$ cat src/rtl/controller.sv
// Multicycle instruction-sequencing controller: decodes a 16-bit instruction and steps the datapath through fetch/decode/execute.
// Latency: ALU/MOV/STOR 4 cycles, LOAD 5, taken JCOND 3 (FETCH and LOAD add wait cycles when memory wait is enabled).
// Backpressure: with CONTROLLER_MEM_WAIT_EN defined, FETCH and LOAD hold until mem_ready=1; otherwise mem_ready is ignored.
//
// Ports: clk/reset (synchronous, active-high); instr, psr_z, mem_ready in;
//        datapath selects (wa_s, pc_s, alub_s, wd_s, alua_s, alucont), enables (pcen, regwrite,
//        irwrite, psr_we, mem_re, mem_we), addr_s, debug state, illegal_op pulse out.
// Optional feature macro: CONTROLLER_MEM_WAIT_EN (memory wait states on FETCH and LOAD).
module controller #(
    parameter int INSTR_W   = 16,
    parameter int STATEBITS = 4
) (
    input  logic                 clk,
    input  logic                 reset,
    input  logic [INSTR_W-1:0]   instr,
    input  logic                 psr_z,
    input  logic                 mem_ready,
    output logic                 wa_s,
    output logic                 pc_s,
    output logic                 alub_s,
    output logic [1:0]           wd_s,
    output logic [1:0]           alua_s,
    output logic [2:0]           alucont,
    output logic                 pcen,
    output logic                 regwrite,
    output logic                 irwrite,
    output logic                 psr_we,
    output logic                 mem_re,
    output logic                 mem_we,
    output logic                 addr_s,
    output logic [STATEBITS-1:0] state,
    output logic                 illegal_op
);

    typedef enum logic [STATEBITS-1:0] {
        S_FETCH  = STATEBITS'(0),
        S_DECODE = STATEBITS'(1),
        S_ALU_R  = STATEBITS'(2),
        S_ALU_I  = STATEBITS'(3),
        S_MOV    = STATEBITS'(4),
        S_LOAD   = STATEBITS'(5),
        S_LOADWB = STATEBITS'(6),
        S_STORE  = STATEBITS'(7),
        S_JUMP   = STATEBITS'(8),
        S_PCINC  = STATEBITS'(9)
    } state_t;

    localparam logic [3:0] OP_ADD = 4'b0101;
    localparam logic [3:0] OP_SUB = 4'b1001;
    localparam logic [3:0] OP_CMP = 4'b1011;
    localparam logic [3:0] OP_AND = 4'b0001;
    localparam logic [3:0] OP_OR  = 4'b0010;
    localparam logic [3:0] OP_XOR = 4'b0011;
    localparam logic [3:0] OP_MOV = 4'b1101;
    localparam logic [3:0] OP_MEM = 4'b0100;

    state_t state_q;

    logic [3:0] op, cond, ext;
    assign op   = instr[15:12];
    assign cond = instr[11:8];
    assign ext  = instr[7:4];

    // {legal, writes Rdest, updates flags, alucont[2:0]}
    function automatic logic [5:0] alu_decode(input logic [3:0] code);
        case (code)
            OP_ADD:  return 6'b111_000;
            OP_SUB:  return 6'b111_001;
            OP_CMP:  return 6'b101_001;
            OP_AND:  return 6'b110_010;
            OP_OR:   return 6'b110_011;
            OP_XOR:  return 6'b110_100;
            default: return 6'b000_000;
        endcase
    endfunction

    logic [5:0] alu_r, alu_i, alu_sel;
    logic       is_rtype, cls_alu_r, cls_alu_i, cls_mov, cls_load, cls_store, cls_jump, cls_illegal;
    logic       jump_taken, mem_go;

    assign alu_r   = alu_decode(ext);
    assign alu_i   = alu_decode(op);
    assign alu_sel = (state_q == S_ALU_I) ? alu_i : alu_r;

    assign is_rtype    = (op == 4'b0000);
    assign cls_alu_r   = is_rtype && alu_r[5];
    assign cls_alu_i   = alu_i[5];              // op 0000/0100/1101 never decode as ALU ops
    assign cls_mov     = (is_rtype && ext == OP_MOV) || (op == OP_MOV);
    assign cls_load    = (op == OP_MEM) && (ext == 4'b0000);
    assign cls_store   = (op == OP_MEM) && (ext == 4'b0100);
    assign cls_jump    = (op == OP_MEM) && (ext == 4'b1100);
    assign cls_illegal = !(cls_alu_r || cls_alu_i || cls_mov || cls_load || cls_store || cls_jump);

    always_comb begin
        case (cond)
            4'b0000: jump_taken = psr_z;
            4'b0001: jump_taken = !psr_z;
            4'b1110: jump_taken = 1'b1;
            default: jump_taken = 1'b0;
        endcase
    end

`ifdef CONTROLLER_MEM_WAIT_EN
    assign mem_go = mem_ready;
    logic unused_ok;
    assign unused_ok = ^instr[3:0];
`else
    assign mem_go = 1'b1;
    logic unused_ok;
    assign unused_ok = ^{instr[3:0], mem_ready};
`endif

    always_ff @(posedge clk) begin
        if (reset) begin
            state_q <= S_FETCH;
        end else begin
            case (state_q)
                S_FETCH:  if (mem_go) state_q <= S_DECODE;
                S_DECODE: begin
                    if (cls_alu_r)      state_q <= S_ALU_R;
                    else if (cls_alu_i) state_q <= S_ALU_I;
                    else if (cls_mov)   state_q <= S_MOV;
                    else if (cls_load)  state_q <= S_LOAD;
                    else if (cls_store) state_q <= S_STORE;
                    else if (cls_jump)  state_q <= S_JUMP;
                    else                state_q <= S_PCINC;
                end
                S_ALU_R, S_ALU_I, S_MOV, S_LOADWB, S_STORE: state_q <= S_PCINC;
                S_LOAD:   if (mem_go) state_q <= S_LOADWB;
                S_JUMP:   state_q <= jump_taken ? S_FETCH : S_PCINC;
                S_PCINC:  state_q <= S_FETCH;
                default:  state_q <= S_FETCH;
            endcase
        end
    end

    // Moore outputs; reset masks everything so an abandoned instruction writes nothing.
    always_comb begin
        wa_s = 1'b0; pc_s = 1'b0; alub_s = 1'b0; wd_s = 2'd0; alua_s = 2'd0; alucont = 3'd0;
        pcen = 1'b0; regwrite = 1'b0; irwrite = 1'b0; psr_we = 1'b0;
        mem_re = 1'b0; mem_we = 1'b0; addr_s = 1'b0; illegal_op = 1'b0;
        state = reset ? '0 : state_q;
        if (!reset) begin
            case (state_q)
                S_FETCH: begin
                    irwrite = 1'b1;
                    mem_re  = 1'b1;
                end
                S_DECODE: illegal_op = cls_illegal;
                S_ALU_R, S_ALU_I: begin
                    alua_s   = (state_q == S_ALU_I) ? 2'd2 : 2'd0;
                    alucont  = alu_sel[2:0];
                    regwrite = alu_sel[4];
                    wa_s     = alu_sel[4];
                    wd_s     = alu_sel[4] ? 2'd3 : 2'd0;
                    psr_we   = alu_sel[3];
                end
                S_MOV: begin
                    regwrite = 1'b1;
                    wa_s     = 1'b1;
                    wd_s     = is_rtype ? 2'd1 : 2'd0;
                end
                S_LOAD: begin
                    mem_re = 1'b1;
                    addr_s = 1'b1;
                end
                S_LOADWB: begin
                    regwrite = 1'b1;
                    wa_s     = 1'b1;
                    wd_s     = 2'd2;
                end
                S_STORE: begin
                    mem_we = 1'b1;
                    addr_s = 1'b1;
                end
                S_JUMP: pcen = jump_taken;
                S_PCINC: begin
                    alua_s = 2'd1;
                    alub_s = 1'b1;
                    pc_s   = 1'b1;
                    pcen   = 1'b1;
                end
                default: ;
            endcase
        end
    end

endmodule

$ cat config.mk
export PLATFORM = sky130hd
export DESIGN_NAME = controller
export DESIGN_NICKNAME = d
export VERILOG_FILES = /design/src/rtl/controller.sv
export SDC_FILE = /design/constraint.sdc
export NUM_CORES = 1
export LEC_CHECK = 0
export ABC_AREA = 1
export CAP_MARGIN = 40
export CORE_MARGIN = 8
export CORE_UTILIZATION = 38
export CTS_BUF_LIST = sky130_fd_sc_hd__clkbuf_4 sky130_fd_sc_hd__clkbuf_8 sky130_fd_sc_hd__clkbuf_16
export DETAILED_ROUTE_END_ITERATION = 6
export GPL_TIMING_DRIVEN = 0
export PLACE_DENSITY = 0.8
export SLEW_MARGIN = 5
export SYNTH_ARGS = -nofsm -noshare
export SYNTH_HDL_FRONTEND = slang
export SYNTH_SLANG_ARGS = --single-unit
export TNS_END_PERCENT = 20
$ cat constraint.sdc
create_clock -name clk -period 1.8 [get_ports clk]
set_input_delay 0.27 -clock clk [delete_from_list [all_inputs] [get_ports clk]]
set_output_delay 0.27 -clock clk [all_outputs]
set_load 0.005 [all_outputs]
==> results.py <==
metrics = {
    "global_routing": {
        "grt_pass1_vias": 1066,
        "grt_pass1_wl_um": 4620,
        "overflow": 0,
        "grt_usage": 0.155,
        "grt_max_degree": 11,
        "antenna_found_initial": 0,
    },
    "final_layout": {
        "nNetsFinal": 226,
        "n_antenna_cell": 0,
        "largest_register_ffs": 4,
        "final_cells": 231,
        "regMostFlops": "state_q",
        "mostFrequentLayoutCell": "nand2_1",
        "area_growth_pct": 73.6,
        "largest_registers": "state_q x4",
        "layout_common_cells": "nand2_1, nor2_1, inv_1, buf_4",
        "drive_gt1_frac": 0.289,
    },
    "detailed_routing": {
        "dr_total_vias": 1177,
        "route.top_layer_used": "met4",
        "ant_nets": 0,
        "firstDrtPassIters": 4,
        "wirelength_um": 2940,
        "drt-met1-wl_um": 1210,
        "wl_met2_um": 1520,
        "routedWlPerCell_um": 12.7,
        "viasPerCell": 5.10,
        "wl_met3_um": 195,
        "drtIter0Drc": 61,
        "drc": 0,
    },
    "clock_tree": {
        "cts_sinks": 4,
        "cts_buffers": 3,
        "hold_buffers": 0,
        "cts.path.max_buffers": 2,
        "worstSkewPairLatency_ns": 0.23,
        "tritoncts": "yes",
        "path_clk_slew_ns": 0.03,
        "cts_root_buf": "clkbuf_4",
        "h-tree-depth": 1,
    },
    "die": {
        "coreArea_um2": 1900,
        "die_h_um": 60.4,
        "start_util": 0.394,
        "die_w_um": 60.4,
        "die_area_um2": 3650,
        "row_count": 16,
        "io_pins": 42,
    },
    "timing": {
        "rsz0062_at_grt": "yes",
        "relSlewSlack": 0.740,
        "fin_ws_ns": -0.118,
        "drv_slew": 0,
        "fmax_mhz": 521,
        "tightest_slew_ns": 0.390,
        "fin_crit_ns": 1.92,
        "fin_skew_ns": 0.00250,
        "finalSetupViolCount": 3,
        "final-hold-violation-count": 0,
        "period_share": 1.07,
    },
    "pwr": {
        "p_per_area_nw_per_um2": 412,
        "static-leakage-power_uw": 0.000731,
        "p_total_uw": 537,
        "ir_drop_uv": 345,
    },
    "critical_path": {
        "end_kind": "primary output",
        "critPathKind": "flop to primary output",
        "start_kind": "flop",
        "critical_path_required_ns": 1.53,
        "crit_path_max_fanout": 4,
        "critPathArrivalTime_ns": 1.65,
    },
    "placed_design": {
        "gp_congestion": 0.873,
        "portBuffers": 35,
        "placedCellCount": 219,
        "dp_hpwl_um": 2150,
    },
    "logic_synthesis": {
        "syn-num-nets": 177,
        "synth_seq_cells": 4,
        "ys_seq_area_frac": 0.107,
        "synth_edf_count": 0,
        "ys.flop_type": "dfxtp_1",
        "synth_cell_type_count": 20,
        "syn_inst": 157,
        "syn_area_um2": 749,
        "async_flop_share": 0,
        "syn_area_per_cell_um2": 4.77,
        "yosysWarnings": 0,
    },
    "run": {
        "max-cap-violations": 0,
    },
    "hold_path": {
        "hold_class": "flop to flop",
    },
    "run_status": {
        "violations": "setup timing",
        "status": "complete, but fails checks",
    },
}
## final cells by class
class | instances | area, µm²
Multi-Input combinational cell | 120 | 622
Buffer | 4 | 23.8
Sequential cell | 4 | 92.6
Clock buffer | 3 | 22.5
Timing Repair Buffer | 44 | 398
Tap cell | 27 | 33.8
Fill cell | 180 | 601
Inverter | 29 | 109
## per-stage QoR
step | setup WS [ns] | instance area, µm² | hold slack [ns] | TNS [ns] | utilization
after floorplan | 0.361 | 749 | 0.524 | 0 | -
final | -0.118 | 1300 | 0.560 | -0.155 | 0.684
after detailed placement | -0.686 | 1130 | 0.603 | -4.86 | 0.596
after global routing | -0.178 | 1300 | 0.573 | -0.819 | 0.684
after CTS | -0.209 | 1260 | 0.525 | -0.396 | 0.664
after global placement | -0.628 | 1130 | 0.605 | -4.51 | 0.596
## routing by layer
layer	global-route usage	up-vias
li1	-	589
met1	0.188	524
met2	0.288	60
met3	0.0212	4
met4	0.0199	0
met5	0	-
## what timing repair did
item                       in CTS  in global routing
setup buffers                   9                  0
pin swaps                       6                  3
setup endpoints to repair      17                 13
resized for setup              54                 19
gates cloned                    0                  0
## cell families (layout without fill, tap and decap cells)
group / after synthesis / count (layout) / synth area share
AND/OR/NAND/NOR: 103 / 103 / 0.589
buffers and inverters: 33 / 80 / 0.177
AO/OA/AOI/OAI: 17 / 17 / 0.127
flip-flops: 4 / 4 / 0.107
## critical path: stages (launching register included)
cell	delay, ns
dfxtp_2	0.34
inv_2	0.06
nand2_1	0.07
nor2_2	0.16
nand2_2	0.11
inv_2	0.08
buf_4	0.11
o21ai_0	0.08
and3_1	0.15
dlygate4sd2_1	0.26
## Yosys cell counts (2+ instances only)
cell      n  area [µm²]
nand2_1  42         158
a31oi_1   4        25.0
nor4_1    3        18.8
nand2_2   2        12.5
dfxtp_1   4        80.1
nor3_1    3        15.0
inv_1    24        90.1
inv_2     5        18.8
nor2_1   30         113
nor2_2    6        37.5
nand3_1  15        75.1
buf_4     2        15.0
o21ai_0   6        30.0
a21oi_1   5        25.0
## worst paths after layout
kind	from	endpoint	slack (ns)	cells past startpoint
worst min-delay path	state_q[3]	state_q[1]	0.56	3
worst max-delay path	state_q[3]	alucont[1]	-0.12	9
worst min register to register	state_q[3]	state_q[1]	0.56	3
worst max register to register	state_q[2]	state_q[3]	0.66	8
## where the power goes
| group | total, µW | switching, µW | internal [µW] |
|---|---|---|---|
| registers | 122 | 20.4 | 102 |
| clock network | 108 | 33.5 | 74.4 |
| logic | 307 | 176 | 131 |
Power figures use the tool's default switching activity.
